<file path="config.mk">
export PLATFORM = sky130hd
export DESIGN_NAME = uart_tx_feeder_flat
export DESIGN_NICKNAME = d
export VERILOG_FILES = /design/src/rtl/uart_pkg.sv /design/src/rtl/uart_tx_feeder_if.sv /design/src/rtl/sync_fifo_byte.sv /design/src/rtl/uart_tx_feeder.sv /design/src/flat_wrapper.sv
export SDC_FILE = /design/constraint.sdc
export NUM_CORES = 1
export LEC_CHECK = 0
export CAP_MARGIN = 10
export CELL_PAD_IN_SITES_DETAIL_PLACEMENT = 1
export CELL_PAD_IN_SITES_GLOBAL_PLACEMENT = 1
export CORE_MARGIN = 3
export CORE_UTILIZATION = 52
export DETAILED_ROUTE_END_ITERATION = 7
export PLACE_DENSITY = 0.77
export SYNTH_ARGS = -nofsm -noshare
export SYNTH_HDL_FRONTEND = slang
export SYNTH_SLANG_ARGS = --single-unit
export TNS_END_PERCENT = 20
</file>
<file path="constraint.sdc">
create_clock -name clk -period 4.04 [get_ports clk]
set_input_delay 0.808 -clock clk [delete_from_list [all_inputs] [get_ports clk]]
set_output_delay 0.808 -clock clk [all_outputs]
set_load 0.05 [all_outputs]
</file>
<file path="src/rtl/uart_pkg.sv">
// Shared constants and types for the uart tx feeder: sequencer state encoding,
// byte width, default timeouts and a small saturating-increment helper.
package uart_pkg;

    localparam int UART_DATA_W      = 8;
    localparam int DEPTH_LOG2_DEF   = 4;
    localparam int BUSY_TIMEOUT_DEF = 4;

    typedef enum logic [1:0] {
        ST_IDLE      = 2'd0,
        ST_WAIT_BUSY = 2'd1,
        ST_WAIT_DONE = 2'd2
    } tx_state_e;

    function automatic logic [7:0] sat_inc8(input logic [7:0] val);
        return (val == 8'hFF) ? val : val + 8'd1;
    endfunction

endpackage

</file>
<file path="src/rtl/uart_tx_feeder_if.sv">
// Producer-side write port, FIFO status and uart-side send port of the feeder.
// Handshake: a byte is taken on every clock edge where wr_en is high and full is
// low; tx_send is a one-cycle strobe qualifying tx_data, never issued while
// tx_busy is sampled high.
interface uart_tx_feeder_if #(
    parameter int DEPTH_LOG2 = 4
);
    logic [7:0]          wr_data;
    logic                wr_en;
    logic                full;
    logic                empty;
    logic [DEPTH_LOG2:0] level;
    logic [7:0]          tx_data;
    logic                tx_send;
    logic                tx_busy;
    logic [1:0]          dbg_state;

    modport slave (
        input  wr_data, wr_en, tx_busy,
        output full, empty, level, tx_data, tx_send, dbg_state
    );

    modport master (
        output wr_data, wr_en, tx_busy,
        input  full, empty, level, tx_data, tx_send, dbg_state
    );
endinterface

</file>
<file path="src/rtl/sync_fifo_byte.sv">
// Circular byte buffer with wrapping read/write pointers and a separate
// occupancy counter; full/empty come straight from the registered level.
module sync_fifo_byte
    import uart_pkg::*;
#(
    parameter int DEPTH_LOG2 = 4
) (
    input  logic                   clk,
    input  logic                   rst,
    input  logic                   push,
    input  logic                   pop,
    input  logic [UART_DATA_W-1:0] din,
    output logic [UART_DATA_W-1:0] dout,
    output logic                   full,
    output logic                   empty,
    output logic [DEPTH_LOG2:0]    level
);
    localparam int DEPTH = 1 << DEPTH_LOG2;
    localparam logic [DEPTH_LOG2-1:0] PTR_ONE   = 1;
    localparam logic [DEPTH_LOG2:0]   LVL_ONE   = 1;
    localparam logic [DEPTH_LOG2:0]   LVL_DEPTH = DEPTH;

    logic [UART_DATA_W-1:0] mem_q [DEPTH];
    logic [DEPTH_LOG2-1:0]  wr_ptr_q, wr_ptr_d;
    logic [DEPTH_LOG2-1:0]  rd_ptr_q, rd_ptr_d;
    logic [DEPTH_LOG2:0]    level_q, level_d;
    logic                   push_ok;
    logic                   pop_ok;

    // full is judged on the registered level, so a same-cycle pop never rescues a write
    assign full    = (level_q == LVL_DEPTH);
    assign empty   = (level_q == '0);
    assign level   = level_q;
    assign push_ok = push && !full;
    assign pop_ok  = pop && !empty;
    assign dout    = mem_q[rd_ptr_q];

    always_comb begin
        wr_ptr_d = wr_ptr_q;
        rd_ptr_d = rd_ptr_q;
        level_d  = level_q;
        if (push_ok) wr_ptr_d = wr_ptr_q + PTR_ONE;
        if (pop_ok)  rd_ptr_d = rd_ptr_q + PTR_ONE;
        case ({push_ok, pop_ok})
            2'b10:   level_d = level_q + LVL_ONE;
            2'b01:   level_d = level_q - LVL_ONE;
            default: level_d = level_q;
        endcase
    end

    always_ff @(posedge clk or posedge rst) begin
        if (rst) begin
            wr_ptr_q <= '0;
            rd_ptr_q <= '0;
            level_q  <= '0;
        end else begin
            wr_ptr_q <= wr_ptr_d;
            rd_ptr_q <= rd_ptr_d;
            level_q  <= level_d;
        end
    end

    // Storage is deliberately left out of reset; stale bytes are unreachable once pointers clear.
    always_ff @(posedge clk) begin
        if (push_ok) mem_q[wr_ptr_q] <= din;
    end

endmodule

</file>
<file path="src/rtl/uart_tx_feeder.sv">
// Byte FIFO plus send sequencer feeding a uart transmitter one tx_send per byte.
// Optional: define UART_TX_FEEDER_DROP_CNT_EN to add a saturating drop_cnt output.
module uart_tx_feeder
    import uart_pkg::*;
#(
    parameter int DEPTH_LOG2   = DEPTH_LOG2_DEF,
    parameter int BUSY_TIMEOUT = BUSY_TIMEOUT_DEF
) (
    input  logic              clk,
    input  logic              rst,
    uart_tx_feeder_if.slave   bus
`ifdef UART_TX_FEEDER_DROP_CNT_EN
    ,
    output logic [7:0]        drop_cnt
`endif
);
    localparam int CNT_W = (BUSY_TIMEOUT > 1) ? $clog2(BUSY_TIMEOUT) : 1;
    localparam logic [CNT_W-1:0] CNT_LAST = CNT_W'(BUSY_TIMEOUT - 1);
    localparam logic [CNT_W-1:0] CNT_ONE  = 1;

    tx_state_e              state_q, state_d;
    logic [UART_DATA_W-1:0] tx_data_q, tx_data_d;
    logic                   tx_send_q, tx_send_d;
    logic [CNT_W-1:0]       cnt_q, cnt_d;
    logic                   fifo_pop;
    logic                   fifo_full;
    logic                   fifo_empty;
    logic [UART_DATA_W-1:0] fifo_dout;

    sync_fifo_byte #(
        .DEPTH_LOG2 (DEPTH_LOG2)
    ) u_fifo (
        .clk   (clk),
        .rst   (rst),
        .push  (bus.wr_en),
        .pop   (fifo_pop),
        .din   (bus.wr_data),
        .dout  (fifo_dout),
        .full  (fifo_full),
        .empty (fifo_empty),
        .level (bus.level)
    );

    assign bus.full      = fifo_full;
    assign bus.empty     = fifo_empty;
    assign bus.tx_data   = tx_data_q;
    assign bus.tx_send   = tx_send_q;
    assign bus.dbg_state = state_q;

    always_comb begin
        state_d   = state_q;
        tx_data_d = tx_data_q;
        tx_send_d = 1'b0;
        cnt_d     = cnt_q;
        fifo_pop  = 1'b0;
        case (state_q)
            ST_IDLE: begin
                if (!fifo_empty && !bus.tx_busy) begin
                    tx_data_d = fifo_dout;
                    tx_send_d = 1'b1;
                    cnt_d     = '0;
                    fifo_pop  = 1'b1;
                    state_d   = ST_WAIT_BUSY;
                end
            end
            ST_WAIT_BUSY: begin
                // The strobe cycle itself is not counted: the uart cannot react before it has seen tx_send.
                if (bus.tx_busy) begin
                    state_d = ST_WAIT_DONE;
                end else if (tx_send_q) begin
                    cnt_d = cnt_q;
                end else if (cnt_q == CNT_LAST) begin
                    state_d = ST_IDLE;
                end else begin
                    cnt_d = cnt_q + CNT_ONE;
                end
            end
            ST_WAIT_DONE: begin
                if (!bus.tx_busy) state_d = ST_IDLE;
            end
            default: state_d = ST_IDLE;
        endcase
    end

    always_ff @(posedge clk or posedge rst) begin
        if (rst) begin
            state_q   <= ST_IDLE;
            tx_data_q <= '0;
            tx_send_q <= 1'b0;
            cnt_q     <= '0;
        end else begin
            state_q   <= state_d;
            tx_data_q <= tx_data_d;
            tx_send_q <= tx_send_d;
            cnt_q     <= cnt_d;
        end
    end

`ifdef UART_TX_FEEDER_DROP_CNT_EN
    logic [7:0] drop_cnt_q, drop_cnt_d;

    always_comb begin
        drop_cnt_d = drop_cnt_q;
        if (bus.wr_en && fifo_full) drop_cnt_d = sat_inc8(drop_cnt_q);
    end

    always_ff @(posedge clk or posedge rst) begin
        if (rst) drop_cnt_q <= '0;
        else     drop_cnt_q <= drop_cnt_d;
    end

    assign drop_cnt = drop_cnt_q;
`endif

endmodule

</file>
<file path="src/flat_wrapper.sv">
// flat-port wrapper written by rule: the top's interface ports become plain ports
module uart_tx_feeder_flat import uart_pkg::*;
#(
    parameter int DEPTH_LOG2   = DEPTH_LOG2_DEF,
    parameter int BUSY_TIMEOUT = BUSY_TIMEOUT_DEF
)
  (clk, rst, bus_wr_data, bus_wr_en, bus_tx_busy, bus_full, bus_empty, bus_level, bus_tx_data, bus_tx_send, bus_dbg_state);
  uart_tx_feeder_if #(.DEPTH_LOG2(DEPTH_LOG2)) bus_i ();
  input  logic clk;
  input  logic rst;
  input wire logic [$bits(bus_i.wr_data)-1:0] bus_wr_data;
  input wire logic [$bits(bus_i.wr_en)-1:0] bus_wr_en;
  input wire logic [$bits(bus_i.tx_busy)-1:0] bus_tx_busy;
  output wire logic [$bits(bus_i.full)-1:0] bus_full;
  output wire logic [$bits(bus_i.empty)-1:0] bus_empty;
  output wire logic [$bits(bus_i.level)-1:0] bus_level;
  output wire logic [$bits(bus_i.tx_data)-1:0] bus_tx_data;
  output wire logic [$bits(bus_i.tx_send)-1:0] bus_tx_send;
  output wire logic [$bits(bus_i.dbg_state)-1:0] bus_dbg_state;
  assign bus_i.wr_data = bus_wr_data;
  assign bus_i.wr_en = bus_wr_en;
  assign bus_i.tx_busy = bus_tx_busy;
  assign bus_full = bus_i.full;
  assign bus_empty = bus_i.empty;
  assign bus_level = bus_i.level;
  assign bus_tx_data = bus_i.tx_data;
  assign bus_tx_send = bus_i.tx_send;
  assign bus_dbg_state = bus_i.dbg_state;
  uart_tx_feeder #(.DEPTH_LOG2(DEPTH_LOG2), .BUSY_TIMEOUT(BUSY_TIMEOUT)) u_core (.clk(clk), .rst(rst), .bus(bus_i));
endmodule
</file>
==> impl_metrics.tcl, run 1 <==
set metrics [dict create \
    crit_path_end_kind "output port" \
    synth_area_mm2 0.00631 \
    synth_cell_types 38 \
    dieArea_mm2 0.0135 \
    clock_power_share_pct 28.2 \
    status "completed" \
    rrSetupSlack_ns 0.98 \
    min_path_type "reg2reg" \
    synth.net_count 372 \
    worst-endpoint-required_ns 3.23 \
    avgViaCountPerCell 5.89 \
    routedWlPerCell_um 23.2 \
    holdPathEnd "u_core.bus.tx_data[2]" \
    power_density_mw_per_mm2 760 \
    diodes 0 \
    dr.pass1.iters 4 \
    tns_ns 0 \
    cts_max_level 4 \
    path_clk_slew_ns 0.06 \
    slew_violations 0 \
    hold_start "u_core.bus.tx_data[2]" \
    hold_slack_ns 0.476 \
    cts_inserted_buffers 17 \
    wl_met3_um 497 \
    maxCapViolCount 0 \
    drc 0 \
    p_leak_nw 2.59 \
    syn-instance-count 349 \
    drive_above_1_share_pct 16.1 \
    io_pins 30 \
    ir_drop_mv 0.372 \
    slew-limit-headroom_pct 31.0 \
    top_layer "met4" \
    r2r-end "u_core.u_fifo.level[4]" \
    power_switching_mw 1.84 \
    wl_met2_mm 6.25 \
    gp_congestion 0.782 \
    start_kind "flip-flop" \
    port_buffers 29 \
    internal_power_mw 3.71 \
    worstHoldPathCells 2 \
    dp_hpwl_mm 8.10 \
    core_mm2 0.0116 \
    clkLatencyLatePin_ns 0.42 \
    cts_tree "done" \
    setup_viol 0 \
    timing.final.crit_share_pct 79.1 \
    critPathArrivalTime_ns 2.39 \
    grt_pass1_vias 3449 \
    fin_nets 411 \
    ant_nets 0 \
    crit_fanout 6 \
    die_w_um 116 \
    worstRegToRegCells 10 \
    row_count 39 \
    root_buffer "clkbuf_16" \
    synth_area_per_cell_um2 18.1 \
    clockBufferDepth 2 \
    fin_skew_ns 0.00725 \
    switching_share_pct 33.2 \
    dr_total_vias 3186 \
    hold_violations 0 \
    die_y_um 116 \
    synth_seq_cells 154 \
    grt_remaining_overflow 0 \
    start_util_pct 54.3 \
    synthTopCellsByArea "edfxtp_1 (61%), dfrtp_1 (10%), mux4_1 (6.2%), mux4_2 (6.1%), ha_1 (2.0%)" \
    rsz0062_at_grt "false" \
    r2r-start "u_core.u_fifo.level[0]" \
    grt_use_total_pct 20.5 \
    postRouteWirelength_mm 12.5 \
    netlist.area_leader.share_pct 60.9 \
    cts_sinks 154 \
    hold_buffers 0 \
    synth_top_area_cell "edfxtp_1" \
    grt_pass1_wl_mm 19.9 \
    tightestPinTransition_ns 1.03 \
    antenna_found_initial 0 \
    post_cts_buffers 0 \
    period_minus_slack_ns 3.20 \
    ys_seq_area_share_pct 71.2 \
    cts-resized-gates 0 \
    syn_to_final_growth_pct 15.9 \
    combPwrFrac_pct 31.1 \
    grt_start_max_net_pins 28 \
    wl_met1_mm 5.63 \
    synth_warnings 0 \
    drt_iter0_drc 220 \
    setup.worst_path.class "reg2out" \
    seq_power_share_pct 40.7 \
    max_clock_freq_mhz 313 \
]
-- routing by layer --
layer | up-vias | global-route usage [%]
li1 | 1441 | -
met1 | 1662 | 28.3
met2 | 70 | 32.6
met3 | 13 | 4.66
met4 | 0 | 7.42
met5 | - | 0
-- worst max-delay path: stages, from the launching register on --
cell and delay, ns:
dfrtp_1 0.45, or4_1 0.60, nor2_1 0.11, clkdlybuf4s50_1 0.81
-- cells by family (layout without fill, tap and decap cells) --
family,after synthesis,count (layout),share of synthesized area [%]
flip-flops,154,154,71.2
buffers and inverters,29,78,2.48
AND/OR/NAND/NOR,63,63,4.46
multiplexers,49,49,15.2
adder cells (fa/ha/maj),11,11,2.30
XOR/XNOR,10,10,1.39
AO/OA/AOI/OAI,33,33,2.97
-- synthesized netlist by cell type (all sizes together) --
library cell  instances
nand2b                4
xnor2                 8
nor2                 13
ha                   10
nor2b                 3
or3b                  1
edfxtp              128
and2                  1
inv                  11
mux2i                 9
a21boi                1
o311ai                1
o21ai                23
nor4                  1
mux2                  8
nand2                30
fa                    1
o31ai                 1
a22oi                 1
mux4                 32
o311a                 1
nand4                 2
or4                   1
nand3                 1
a21oi                 4
dfrtp                26
xor2                  2
nor3                  6
buf                  15
a21o                  1
clkbuf                3
-- cell usage in the layout (no fill, tap or decap), types with 3 or more instances in the layout --
master and n:
mux4_2 17, ha_1 10, xnor2_1 8, mux4_1 15
nand2_1 30, edfxtp_1 128, nand2b_1 4, inv_1 11
dfrtp_1 25, nor2_1 13, o21ai_0 15, clkbuf_16 17
clkdlybuf4s50_1 29, nor3_1 6, buf_4 9, mux2_2 8
a21oi_1 4, mux2i_1 9, o21ai_1 7, bufinv_16 3
nor2b_1 3
-- area by class of cell --
class                      instances  area, µm²
clock buffer                      18        429
clock inverter                    11        149
fill                             994       4300
inverter                          11       41.3
multi-input combinational        166       1660
sequential                       154       4500
tap                              143        179
timing repair buffer              38        358
-- power groups by stage --
stage | sequential (mW) | clock, mW | combinational, mW
floorplan | 2.38 | 0 | 1.14
global placement | 2.27 | 0 | 1.68
detailed placement | 2.29 | 0 | 1.73
CTS | 2.27 | 1.60 | 1.75
global route | 2.31 | 1.66 | 1.88
finish | 2.26 | 1.57 | 1.73
-- registers in the layout, summed over array words and instances (netlist names) --
signal and count:
u_core.u_fifo.mem_q 128, u_core.bus.tx_data 8, u_core.u_fifo.level 5, u_core.u_fifo.rd_ptr_q 4
u_core.u_fifo.wr_ptr_q 4, u_core.bus.dbg_state 2, u_core.cnt_q 2, u_core.bus.tx_send 1
-- worst max-delay path by stage --
stage	startpoint	to
4_1_cts	u_core.u_fifo.level[0]	bus_empty
3_5_place_dp	bus_tx_busy	u_core.u_fifo.level[4]
3_3_place_gp	bus_tx_busy	u_core.u_fifo.level[4]
2_1_floorplan	u_core.u_fifo.level[0]	u_core.u_fifo.level[4]
5_1_grt	bus_tx_busy	u_core.u_fifo.level[4]
6_report	u_core.u_fifo.level[0]	bus_empty
-- metrics by stage --
| step | instances | utilization [%] | power (mW) | setup slack, ns | instance area (µm²) |
|---|---|---|---|---|---|
| floorplan | 349 | - | 3.52 | 0.884 | 6310 |
| global placement | 512 | 58.0 | 3.95 | 0.536 | 6730 |
| detailed placement | 512 | 58.0 | 4.02 | 0.399 | 6730 |
| CTS | 541 | 62.9 | 5.62 | 0.817 | 7310 |
| global route | 541 | 62.9 | 5.85 | 0.653 | 7310 |
| finish | 541 | 62.9 | 5.56 | 0.844 | 7310 |
Note: power is estimated with default switching activity, not from simulation.
==> run 2, diff against run 1 <==
- clock period: 4.04 -> 3.1 ns (I/O delays scaled with it)
==> run 2 against run 1 <==
Compared with the run above: combinational power is 40% higher; critical path depth stayed put; sequential cell count stayed put; critical path type unchanged; clock skew is 0.00095 ns lower; critical endpoint unchanged; non-clock buffer count is 19 higher; via count is 3.7% higher; highest routed layer unchanged; global-route usage is 1.0 points higher; core utilization is 1.8 points higher; first-iteration DRC count is 27% higher; power is 35% higher; clock-buffer cell count stayed put; cell count is 3.7% higher.
==> impl_metrics.tcl, run 2 (synthesized netlist as in run 1, its figures left out) <==
set metrics [dict create \
    status "completed" \
    setup.worst_path.class "reg2out" \
    port_buffers 29 \
    routedWlPerCell_um 23.2 \
    dp_hpwl_mm 8.60 \
    cts_sinks 154 \
    slew-limit-headroom_pct 42.7 \
    cts_max_level 4 \
    wl_met2_mm 6.73 \
    seq_power_share_pct 38.7 \
    cts_tree "done" \
    cts_inserted_buffers 17 \
    row_count 39 \
    timing.final.crit_share_pct 96.6 \
    max_stage_delay_ns 0.80 \
    dp_slack_ns -0.140 \
    crit_path_end_kind "output port" \
    clkLatencyLatePin_ns 0.42 \
    setup_slack_ns 0.104 \
    worstPathCellList "or4_1 -> nor2_1 -> clkdlybuf4s50_1" \
    postRouteWirelength_mm 13.0 \
    grt_use_total_pct 21.6 \
    internal_power_mw 5.07 \
    grt_remaining_overflow 0 \
    core_mm2 0.0116 \
    layout_commonest_cell "edfxtp_1" \
    power_density_mw_per_mm2 1000 \
    largest_reg_flops 128 \
    clockBufferDepth 2 \
    post_cts_buffers 0 \
    fin_nets 430 \
    top_layer "met4" \
    hold_slack_ns 0.488 \
    rrSetupSlack_ns 0.15 \
    period_minus_slack_ns 3.00 \
    drc 0 \
    grt_pass1_wl_mm 20.6 \
    switching_share_pct 32.6 \
    avgViaCountPerCell 5.89 \
    die_w_um 116 \
    wl_met3_um 385 \
    worst-endpoint-required_ns 2.48 \
    start_kind "flip-flop" \
    combPwrFrac_pct 32.1 \
    dr.pass1.iters 4 \
    gp_congestion 0.719 \
    max_clock_freq_mhz 334 \
    tightestPinTransition_ns 0.859 \
    setup_viol 0 \
    grt_pass1_vias 3534 \
    wl_met1_mm 5.72 \
    placed_area_mm2 0.00689 \
    hold_buffers 0 \
    cp_slowest_cell "clkdlybuf4s50_1" \
    critPathArrivalTime_ns 2.38 \
    power_switching_mw 2.45 \
    die_y_um 116 \
    fin_skew_ns 0.00631 \
    drive_above_1_share_pct 20.8 \
    rsz0062_at_grt "false" \
    dr_total_vias 3305 \
    path_clk_slew_ns 0.06 \
    post-route-util_pct 64.7 \
    grt_start_max_net_pins 27 \
    p_leak_nw 2.70 \
    ir_drop_mv 0.644 \
    ant_nets 0 \
    syn_to_final_growth_pct 19.2 \
    min_path_type "reg2reg" \
    power.total_mw 7.52 \
    drt_iter0_drc 279 \
    root_buffer "clkbuf_16" \
    clock_power_share_pct 29.2 \
    io_pins 30 \
    dieArea_mm2 0.0135 \
    antenna_found_initial 0 \
    final_area_mm2 0.00752 \
    final_cell_mix "edfxtp_1 (128), nand2_1 (30), clkdlybuf4s50_1 (29)" \
    start_util_pct 54.3 \
    hold_violations 0 \
    slew_violations 0 \
    regMostFlops "u_core.u_fifo.mem_q" \
    maxCapViolCount 0 \
    crit_fanout 6 \
    diodes 0 \
    cts-resized-gates 0 \
]
-- run 2: power groups by stage --
stage                     sequential [mW]  clock, mW  combinational [mW]
after floorplan                      3.10          0                1.49
after global placement               2.91          0                2.31
after detailed placement             2.95          0                2.40
after CTS                            2.91       2.24                2.44
after global routing                 2.96       2.32                2.61
final                                2.91       2.20                2.42
-- run 2: final cells by class --
| type | count | area [µm²] |
|---|---|---|
| flip-flops and latches | 154 | 4500 |
| fillers | 1009 | 4090 |
| multi-input cells | 166 | 1660 |
| repair buffers | 57 | 513 |
| clock buffers | 18 | 429 |
| clock inverters | 12 | 200 |
| well taps | 143 | 179 |
| inverters | 11 | 41.3 |
-- run 2: stage by stage --
step | setup TNS, ns | instances
floorplan | 0 | 349
global placement | -0.0496 | 531
detailed placement | -0.140 | 531
CTS | 0 | 561
global route | 0 | 561
finish | 0 | 561
-- run 2: path summary, 6_finish.rpt --
check / start / endpoint / depth (start not counted)
min in group asynchronous: rst / u_core.u_fifo.level[4] / 3
worst min register to register: u_core.bus.tx_data[6] / u_core.bus.tx_data[6] / 2
max in group asynchronous: rst / u_core.u_fifo.rd_ptr_q[0] / 3
worst min-delay path: u_core.bus.tx_data[6] / u_core.bus.tx_data[6] / 2
worst max-delay path: u_core.u_fifo.level[0] / bus_empty / 3
worst max register to register: u_core.u_fifo.level[0] / u_core.u_fifo.level[4] / 10
-- run 2: routing by layer --
| layer | track usage, % | vias up |
|---|---|---|
| li1 | - | 1472 |
| met1 | 28.7 | 1745 |
| met2 | 35.7 | 68 |
| met3 | 5.39 | 20 |
| met4 | 6.57 | 0 |
| met5 | 0 | - |
-- run 2: worst max-delay path, delay by kind of cell, from the launching register on --
family	cells	cell delay [ns]
buffers and inverters	1	0.80
flip-flops	1	0.44
AND/OR/NAND/NOR	2	0.71
==> run 3, diff against run 2 <==
- SLEW_MARGIN: unset -> 20
==> results of run 3 <==
Final layout, timing and power as in run 2 (identical DEF).
